<file path="src/rtl/trk_pkg.sv">
// trk_pkg: shared definitions for the two-track note recorder sequencer.
//   - TRK_ADDR_W / TRK_DATA_W : default SRAM address and note byte widths
//   - TRK_DEPTH               : default track depth (2**TRK_ADDR_W)
//   - trk_state_t             : sequencer state (IDLE / REC / PLAY)
package trk_pkg;

  localparam int unsigned TRK_ADDR_W = 8;
  localparam int unsigned TRK_DATA_W = 8;
  localparam int unsigned TRK_DEPTH  = 2 ** TRK_ADDR_W;

  typedef enum logic [1:0] {
    IDLE = 2'd0,
    REC  = 2'd1,
    PLAY = 2'd2
  } trk_state_t;

endpackage

</file>
<file path="src/rtl/trk_addr_cnt.sv">
// trk_addr_cnt: shared SRAM address counter used by record and playback passes.
// Ports:
//   clk, rst : clock, synchronous active-high reset
//   clr      : synchronous clear to 0 (wins over inc)
//   inc      : increment enable
//   addr     : current address (registered)
//   tc       : terminal count, addr == all ones
module trk_addr_cnt #(
  parameter int unsigned ADDR_W = 8
) (
  input  logic              clk,
  input  logic              rst,
  input  logic              clr,
  input  logic              inc,
  output logic [ADDR_W-1:0] addr,
  output logic              tc
);

  localparam logic [ADDR_W-1:0] ONE = ADDR_W'(1);

  always_ff @(posedge clk) begin
    if (rst || clr) begin
      addr <= '0;
    end else if (inc) begin
      addr <= addr + ONE;
    end
  end

  assign tc = &addr;

endmodule

</file>
<file path="src/rtl/track_seq_ctrl.sv">
// track_seq_ctrl: record/playback sequencer for two 8-bit note SRAMs.
// Ports:
//   clk, rst                    : clock, synchronous active-high reset
//   rec_btn, play_btn, stop_btn : one-cycle button pulses
//   trk_sel[1:0]                : bit0 track one, bit1 track two
//   tick                        : note-rate strobe
//   key_in                      : live key byte recorded on tick
//   sram_en[1:0], sram_rw       : per-track enable, 1 = write
//   sram_addr, sram_din         : shared address, write data
//   busy, done                  : pass active, natural end-of-pass pulse
//   len0, len1                  : recorded length per track (0..DEPTH)
// Build option: define TRK_LOOP_EN to make playback wrap and continue
// until stop_btn (done pulses once per wrap).
module track_seq_ctrl
  import trk_pkg::*;
#(
  parameter int unsigned ADDR_W = TRK_ADDR_W,
  parameter int unsigned DATA_W = TRK_DATA_W
) (
  input  logic              clk,
  input  logic              rst,
  input  logic              rec_btn,
  input  logic              play_btn,
  input  logic              stop_btn,
  input  logic [1:0]        trk_sel,
  input  logic              tick,
  input  logic [DATA_W-1:0] key_in,
  output logic [1:0]        sram_en,
  output logic              sram_rw,
  output logic [ADDR_W-1:0] sram_addr,
  output logic [DATA_W-1:0] sram_din,
  output logic              busy,
  output logic              done,
  output logic [ADDR_W:0]   len0,
  output logic [ADDR_W:0]   len1
);

  typedef logic [ADDR_W:0] len_t;

  trk_state_t        state, state_nx;
  logic              tgt, tgt_nx;          // record target: 0 track one, 1 track two
  logic [1:0]        sel_q, sel_nx;        // playback selection latched at entry
  len_t              play_len, play_len_nx;
  logic              pend, pend_nx;        // write strobe is on the bus this cycle
  logic [1:0]        en_nx;
  logic              rw_nx, done_nx;
  logic [DATA_W-1:0] din_nx;
  len_t              len0_nx, len1_nx;
  logic              cnt_clr, cnt_inc, cnt_tc;
  logic [ADDR_W-1:0] cnt_addr;
  len_t              addr_ext, addr_p1, addr_nx_ext;

  function automatic len_t max_len(input logic [1:0] sel, input len_t a, input len_t b);
    len_t la, lb;
    la = sel[0] ? a : '0;
    lb = sel[1] ? b : '0;
    return (la > lb) ? la : lb;
  endfunction

  trk_addr_cnt #(.ADDR_W(ADDR_W)) u_addr_cnt (
    .clk  (clk),
    .rst  (rst),
    .clr  (cnt_clr),
    .inc  (cnt_inc),
    .addr (cnt_addr),
    .tc   (cnt_tc)
  );

  assign sram_addr = cnt_addr;
  assign addr_ext  = {1'b0, cnt_addr};
  assign addr_p1   = addr_ext + len_t'(1);

  always_comb begin
    state_nx    = state;
    tgt_nx      = tgt;
    sel_nx      = sel_q;
    play_len_nx = play_len;
    pend_nx     = 1'b0;
    en_nx       = '0;
    rw_nx       = 1'b0;
    din_nx      = sram_din;
    done_nx     = 1'b0;
    len0_nx     = len0;
    len1_nx     = len1;
    cnt_clr     = 1'b0;
    cnt_inc     = 1'b0;
    addr_nx_ext = addr_ext;
    case (state)
      IDLE: begin
        if (rec_btn && (trk_sel != 2'b00)) begin
          state_nx = REC;
          tgt_nx   = ~trk_sel[0];
          cnt_clr  = 1'b1;
          if (trk_sel[0]) len0_nx = '0;
          else            len1_nx = '0;
        end else if (play_btn && ((trk_sel[0] && (len0 != '0)) ||
                                  (trk_sel[1] && (len1 != '0)))) begin
          state_nx    = PLAY;
          sel_nx      = trk_sel;
          play_len_nx = max_len(trk_sel, len0, len1);
          cnt_clr     = 1'b1;
          en_nx       = {trk_sel[1] && (len1 != '0), trk_sel[0] && (len0 != '0)};
        end
      end
      REC: begin
        if (pend) begin
          // The strobe already reached the SRAM, so the write counts even if
          // stop arrives in this cycle.
          if (tgt) len1_nx = addr_p1;
          else     len0_nx = addr_p1;
          if (stop_btn || cnt_tc) begin
            state_nx = IDLE;
            cnt_clr  = 1'b1;
            done_nx  = ~stop_btn;
          end else begin
            cnt_inc = 1'b1;
          end
        end else if (stop_btn) begin
          state_nx = IDLE;
          cnt_clr  = 1'b1;
        end else if (tick) begin
          pend_nx = 1'b1;
          rw_nx   = 1'b1;
          din_nx  = key_in;
          en_nx   = tgt ? 2'b10 : 2'b01;
        end
      end
      PLAY: begin
        if (stop_btn) begin
          state_nx = IDLE;
          cnt_clr  = 1'b1;
        end else begin
          if (tick) begin
            if (addr_p1 == play_len) begin
              done_nx     = 1'b1;
              cnt_clr     = 1'b1;
              addr_nx_ext = '0;
`ifdef TRK_LOOP_EN
              state_nx = PLAY;
`else
              state_nx = IDLE;
`endif
            end else begin
              cnt_inc     = 1'b1;
              addr_nx_ext = addr_p1;
            end
          end
          // Enables are registered, so they are computed for the next address.
          if (state_nx == PLAY) begin
            en_nx = {sel_q[1] && (addr_nx_ext < len1), sel_q[0] && (addr_nx_ext < len0)};
          end
        end
      end
      default: begin
        state_nx = IDLE;
        cnt_clr  = 1'b1;
      end
    endcase
  end

  always_ff @(posedge clk) begin
    if (rst) begin
      state    <= IDLE;
      tgt      <= 1'b0;
      sel_q    <= '0;
      play_len <= '0;
      pend     <= 1'b0;
      sram_en  <= '0;
      sram_rw  <= 1'b0;
      sram_din <= '0;
      busy     <= 1'b0;
      done     <= 1'b0;
      len0     <= '0;
      len1     <= '0;
    end else begin
      state    <= state_nx;
      tgt      <= tgt_nx;
      sel_q    <= sel_nx;
      play_len <= play_len_nx;
      pend     <= pend_nx;
      sram_en  <= en_nx;
      sram_rw  <= rw_nx;
      sram_din <= din_nx;
      busy     <= (state_nx != IDLE);
      done     <= done_nx;
      len0     <= len0_nx;
      len1     <= len1_nx;
    end
  end

endmodule

</file>
<file path="config.mk">
export PLATFORM = sky130hd
export DESIGN_NAME = track_seq_ctrl
export DESIGN_NICKNAME = d
export VERILOG_FILES = /design/src/rtl/trk_pkg.sv /design/src/rtl/trk_addr_cnt.sv /design/src/rtl/track_seq_ctrl.sv
export SDC_FILE = /design/constraint.sdc
export NUM_CORES = 1
export LEC_CHECK = 0
export ABC_AREA = 1
export BUFFER_PORTS_ARGS = -buffer_cell sky130_fd_sc_hd__buf_2
export CORE_UTILIZATION = 52
export DETAILED_ROUTE_END_ITERATION = 7
export GPL_ROUTABILITY_DRIVEN = 0
export PLACE_DENSITY = 0.77
export SLEW_MARGIN = 20
export SYNTH_ARGS = -nofsm -noshare
export SYNTH_HDL_FRONTEND = slang
export SYNTH_SLANG_ARGS = --single-unit
</file>
<file path="constraint.sdc">
create_clock -name clk -period 2.4 [get_ports clk]
set_clock_uncertainty 0.05 [all_clocks]
set_input_delay 0.12 -clock clk [delete_from_list [all_inputs] [get_ports clk]]
set_output_delay 0.12 -clock clk [all_outputs]
set_load 0.1 [all_outputs]
</file>
==> results of run 1 <==
state kept, by name (all words and copies together), names as in the netlist:
register and cells:
play_len 9, tgt 1, state 2, busy 1
len1 9, pend 1, u_addr_cnt.addr 8, len0 9
sram_en 2, sel_q 2, done 1, sram_din 8
through the flow:
step           utilization [%]  setup slack [ns]  cell area, sq um
2_1_floorplan                -            -0.361              3580
3_3_place_gp              63.7            -0.244              4090
3_5_place_dp              63.7            -0.334              4090
4_1_cts                   67.7            -0.261              4350
5_1_grt                   68.7            -0.535              4410
6_report                  68.7            -0.321              4410
cell type report:
type	count	share of cell area [%]
Clock buffer	6	2.13
Clock inverter	2	0.880
Inverter	85	7.32
Multi-Input combinational cell	376	49.0
Sequential cell	53	25.1
Tap cell	77	2.19
Timing Repair Buffer	93	13.3
Timing Repair inverter	1	0.170
layout by cell type (no fill, tap or decap), types with 2 or more instances in the layout:
cell	count
nor2_2	4
nor2_1	61
nand3b_1	3
nand2_1	120
nand4_1	8
dlygate4sd3_1	9
clkbuf_8	5
o22ai_2	4
o21ai_1	7
nand2_4	2
o22ai_1	2
dfxtp_1	27
nor4_1	4
ha_1	27
a21oi_1	31
inv_1	82
nand3_1	24
a211oi_2	2
o211ai_1	18
nand2_2	3
dfxtp_4	5
nor2_4	2
dfxtp_2	21
nor3_1	5
buf_2	54
o32ai_1	2
o21ai_0	31
nor3_2	2
ha_4	3
buf_4	30
clkinvlp_4	2
a21oi_2	4
routing by layer:
metal | track usage (%) | vias to the layer above | routed length [um]
met5 | 0 | - | 0
met4 | 11.0 | 0 | 330
met3 | 4.42 | 34 | 814
met2 | 50.0 | 169 | 4840
met1 | 40.0 | 1743 | 4620
li1 | - | 1907 | -
report_power, final:
part / total, W / internal [W] / switching, W / leakage (nW)
combinational: 0.00177 / 0.000476 / 0.00130 / 1.72
sequential: 0.00116 / 0.00101 / 0.000149 / 0.445
clock: 0.000701 / 0.000378 / 0.000323 / 0.0669
timing repair:
item,CTS,global route
hold endpoints to repair,9,0
setup endpoints to repair,2,10
pin swaps,0,3
cloned,0,1
setup buffers,0,1
resized for setup,8,11
hold buffers,9,0
worst reg2reg max path, delay by kind of cell, from the launching register on:
family / cells / cell delay [ns]
compound gates: 5 / 0.69
fa+ha+maj: 2 / 0.49
buf+inv: 1 / 0.08
flops: 1 / 0.37
simple gates: 12 / 0.99
logic make-up (layout without fill, tap and decap cells):
group | after synthesis | after routing | share of synthesized area (%)
adders and majority gates | 30 | 30 | 10.7
and+or+nand+nor | 240 | 240 | 29.6
DFF | 53 | 53 | 30.2
AOI/OAI and AO/OA | 106 | 106 | 18.5
buffers and inverters | 99 | 187 | 11.1
final timing paths:
kind	start	end	slack [ns]	depth (start not counted)
setup / recovery	u_addr_cnt.addr[1]$_SDFFE_PP0P_	sram_en[1]$_SDFF_PP0_	-0.32	20
setup reg to reg	u_addr_cnt.addr[1]$_SDFFE_PP0P_	sram_en[1]$_SDFF_PP0_	-0.32	20
hold / removal	rst	len1[8]$_SDFFE_PP0P_	0.04	2
hold reg to reg	sel_q[1]$_SDFFE_PP0P_	sel_q[1]$_SDFFE_PP0P_	0.42	2
==> metrics, run 1 <==
status=complete, but fails checks; failing checks=design-rule violations, negative setup slack; setup ws final=-0.321 ns; layout cell share with drive strength beyond 1=roughly a quarter; Fin Setup TNS=-0.592 ns; Reg area=1110 sq um; top-area cell type share of the netlist area=30.2%; Avg Synthesized Cell Area=~6.6 sq um; startpoint types=flip-flop; Slew Viols, Final=0; sequential area share after synthesis=30.2%; vias in the first global route=about 3600; DRC Markers=4; initial antenna violation count=0; Inst Count DP=just under 700; Hold Violations, Final=0; CP delay by family, top=simple AND/OR/NAND/NOR gates; global-route wire length before repair=between 15000 and 20000 um; post-route ant nets=0; GRT Total Usage=between 30% and 40%; fillers=between 500 and 600; Final min period=~2.7 ns; Tot Pwr=0.00363 W; post-synthesis net count=~570; Final Non-Filler Cells=693; Clock Sink Count=53; routed len/inst=around 15 um; WS Path Type=flip-flop to flip-flop; Clk pin slew, worst setup/hold paths=about 0.10 ns; cells along the critical path=ha_4 > nand2_2 > inv_1 > nor2_1 > nand2_1 > nand3_1 > nor2_1 > nand2_1 > nor2_2 > nand2_2 > nand2_4 > o22ai_2 > ha_1 > a21oi_2 > nor2_1 > o21ai_1 > o211ai_1 > nor2_1 > nand2_1 > a21oi_1; Synth async-reset ratio=0%; CTS Buffer Depth=2; area occupied by multi-input gates=2160 sq um; most used cell, CP=nor2_1; Max stage delay cell, worst path=dfxtp_4; CTS root buf=clkbuf_8; Initial Util=54.6%; Worst-Skew Late Latency=roughly 0.32 ns; largest net degree at the start of global routing=31; Max IR drop VDD=~0.00090 V; Ant. Diodes=0; H-tree level count=2; Max Freq=between 0.3 and 0.4 GHz; relative slew slack=67.4%; CP peak stage delay=0.37 ns; total routed wirelength=approximately 11000 um; Rows=29; port bufs=54; yosys synthesis warning count=0; mapped cell area=around 3500 sq um; max cap viols=0; Cell variety after synth=35; slew at the pin with the worst max-slew slack=slightly below 0.5 ns; ys flop type=dfxtp_1; DIE AREA=between 7000 and 8000 sq um; Crit Path Max Fanout=7; unrepaired setup endpoints after global routing=true; power per cell area=approximately 820 nW/um^2; EDFF count, synth=0; WP buf/inv=1; largest cells by area after synthesis=dfxtp_1, nand2_1, ha_1; IO Pins=55; drt pass-1 iters=7; routed vias=about 3900; Via density=around 5.6; Hold Crit Class=input pin to flip-flop; fraction of the cycle the final worst path needs=113%; core area=roughly 6400 sq um; critical path capture point type=flip-flop; Final HPWL DP=roughly 7700 um; Layout Nets=661; Num CTS Buffers=5; Hold Slack=about 0.036 ns; worst endpoint required time=~2.6 ns; worst path arrival time=approximately 2.9 ns; die height=around 84 um; count leader, synth=nand2_1; synth-to-layout area growth=25.6%; Post-synth top cells=nand2_1, inv_1, nor2_1; cells after synthesis=approximately 530; 1st-iter DRT viols=approximately 230; leakage=2.24 nW; final setup vio count=2; register bit total from synthesis=53; cell taking the most area after synthesis=dfxtp_1; CTS tree=built; Remaining Overflow, GRT=0; die width=between 80 and 90 um
No activity file was read; power rests on OpenSTA's default activity.
==> inputs of run 2 (changes only) <==
--- a/config.mk
+++ b/config.mk
@@ -10,6 +10,7 @@
 export CORE_UTILIZATION = 52
 export DETAILED_ROUTE_END_ITERATION = 7
 export GPL_ROUTABILITY_DRIVEN = 0
+export GPL_TIMING_DRIVEN = 0
 export PLACE_DENSITY = 0.77
 export SLEW_MARGIN = 20
 export SYNTH_ARGS = -nofsm -noshare
==> run 2 against run 1 <==
The run still ends with design-rule violations, negative setup slack left. Count of clock-buffer cells in the layout fell by 1. Routed wire length rose by 4.6%. Sequential share of layout area fell by 0.52 points. Sequential cell count did not move. Design area rose by 2.1%. Global-route usage rose by 1.0 points. Via count rose by 4.0%. Setup slack got worse by 0.19 ns. Die area did not move. Combinational power rose by 3%. Critical path type unchanged. Critical endpoint unchanged. Largest cell class unchanged.
==> metrics, run 2 (synthesis gave the netlist of run 1 again) <==
relative slew slack=49.8%; slew at the pin with the worst max-slew slack=roughly 0.75 ns; Hold Violations, Final=0; Inst Count DP=659; placed cell area=between 3000 and 4000 sq um; routed len/inst=about 16 um; worst endpoint required time=between 2 and 3 ns; largest net degree at the start of global routing=19; total routed wirelength=~11000 um; DRC Markers=4; die width=84.2 um; unrepaired setup endpoints after global routing=true; Remaining Overflow, GRT=0; leakage=2.26 nW; most frequent cells in the layout=nand2_1, inv_1, nor2_1; Final Core Density=70.1%; pre-CTS WS=-0.611 ns; post-route ant nets=0; most common cell after layout, fill and taps aside=nand2_1; routed vias=roughly 4000; most used cell, CP=nor2_1; Reg2Reg Setup Slack=-0.51 ns; Hold Crit Class=input pin to flip-flop; IO Pins=55; Clk pin slew, worst setup/hold paths=0.11 ns; Final min period=about 2.9 ns; worst path arrival time=approximately 3.1 ns; DIE AREA=roughly 7100 sq um; Hold Slack=about 0.042 ns; Crit Path Max Fanout=6; power per cell area=just under 800 nW/um^2; H-tree level count=2; initial antenna violation count=0; startpoint types=flip-flop; Num CTS Buffers=5; Max stage delay cell, worst path=dfxtp_4; Max Freq=0.343 GHz; status=complete, but fails checks; Via density=slightly below 6; CTS root buf=clkbuf_8; core area=6420 sq um; CTS Buffer Depth=2; cells along the critical path=ha_4 > nand2_4 > nor2_4 > nand2_2 > nand2_2 > nor2_1 > nor2_1 > nand2_2 > nor2_4 > nand2_4 > nand2_8 > buf_6 > o22ai_4 > ha_1 > a21oi_2 > nor2_1 > o21ai_0 > o211ai_1 > nor2_1 > nand2_1 > a21oi_1; layout cell share with drive strength beyond 1=a little over a quarter; Final HPWL DP=between 7000 and 8000 um; GRT Total Usage=between 30% and 40%; Design Area, Final=between 4000 and 5000 sq um; Initial Util=about 55%; final setup vio count=6; CTS tree=built; fillers=between 500 and 600; global-route wire length before repair=approximately 18000 um; Slew Viols, Final=0; Layout Nets=approximately 660; Worst-Skew Late Latency=between 0.3 and 0.4 ns; Rows=29; WS Path Type=flip-flop to flip-flop; max cap viols=0; port bufs=54; hold path depth=2; failing checks=design-rule violations, negative setup slack; vias in the first global route=about 3700; Final Non-Filler Cells=slightly below 700; CP peak stage delay=~0.4 ns; synth-to-layout area growth=28.3%; fraction of the cycle the final worst path needs=121%; depth of the worst register-to-register path=21; 1st-iter DRT viols=~320; critical path capture point type=flip-flop; Max IR drop VDD=about 0.0009 V; largest registers=len0 (9), len1 (9), play_len (9); Ant. Diodes=0; Clock Sink Count=53; setup ws final=-0.515 ns; drt pass-1 iters=8; die height=around 84 um
-- run 2: cell types whose count changed in the layout (fill, tap and decap cells not counted), moves of 5 or more --
cell      change
nand2_1       -7
buf_4        -12
nand2_2       +5
clkbuf_2      +5
clkbuf_1      +5
-- run 2: metal layers --
layer	routed length [um]	vias to the layer above	track usage, %	share of wire, %
met5	0	-	0	0
met4	542	0	16.8	4.9
met3	949	56	5.41	8.6
met2	5050	238	50.2	45
met1	4550	1805	40.0	41
li1	-	1910	-	-
-- run 2: stage by stage --
step | setup TNS, ns | total power (W)
floorplan | -0.704 | 0.00243
global placement | -2.24 | 0.00274
detailed placement | -2.85 | 0.00277
CTS | -0.773 | 0.00338
global route | -3.09 | 0.00371
finish | -1.04 | 0.00353
-- run 2: cell type report --
class	count	area (sq um)	share of cell area, %
flip-flops and latches	53	1110	24.6
multi-input cells	376	2290	50.8
inverters	85	322	7.14
plain buffers	14	75.1	1.67
clock buffers	5	68.8	1.53
repair buffers	82	523	11.6
clock inverters	3	26.3	0.583
well taps	77	96.3	2.14
-- run 2: what timing repair did --
item / in CTS / in global routing
pin swaps: 9 / 34
setup buffers: 10 / 9
gates resized for setup: 13 / 46
setup endpoints to repair: 7 / 30
endpoints found under the hold margin: 9 / 0
hold buffers: 9 / 0
-- run 2: power by group --
group          internal, W  switching, W  leakage (nW)
Sequential         0.00101      0.000146         0.445
Combinational     0.000502       0.00133          1.77
Clock             0.000213      0.000326        0.0487
Total              0.00173       0.00180          2.26
-- run 2: worst paths after layout --
check,from,to
worst max-delay path,u_addr_cnt.addr[0]$_SDFFE_PP0P_,sram_en[1]$_SDFF_PP0_
worst min-delay path,rst,len0[8]$_SDFFE_PP0P_
worst max register to register,u_addr_cnt.addr[0]$_SDFFE_PP0P_,sram_en[1]$_SDFF_PP0_
worst min register to register,sel_q[0]$_SDFFE_PP0P_,sel_q[0]$_SDFFE_PP0P_
-- run 2: worst max-delay path, delay by kind of cell, from the launching register on --
kind / cells / cell delay [ns]
AO/OA/AOI/OAI: 5 / 0.55
adder cells (fa/ha/maj): 2 / 0.51
buffers and inverters: 1 / 0.11
flip-flops: 1 / 0.39
AND/OR/NAND/NOR: 13 / 1.22
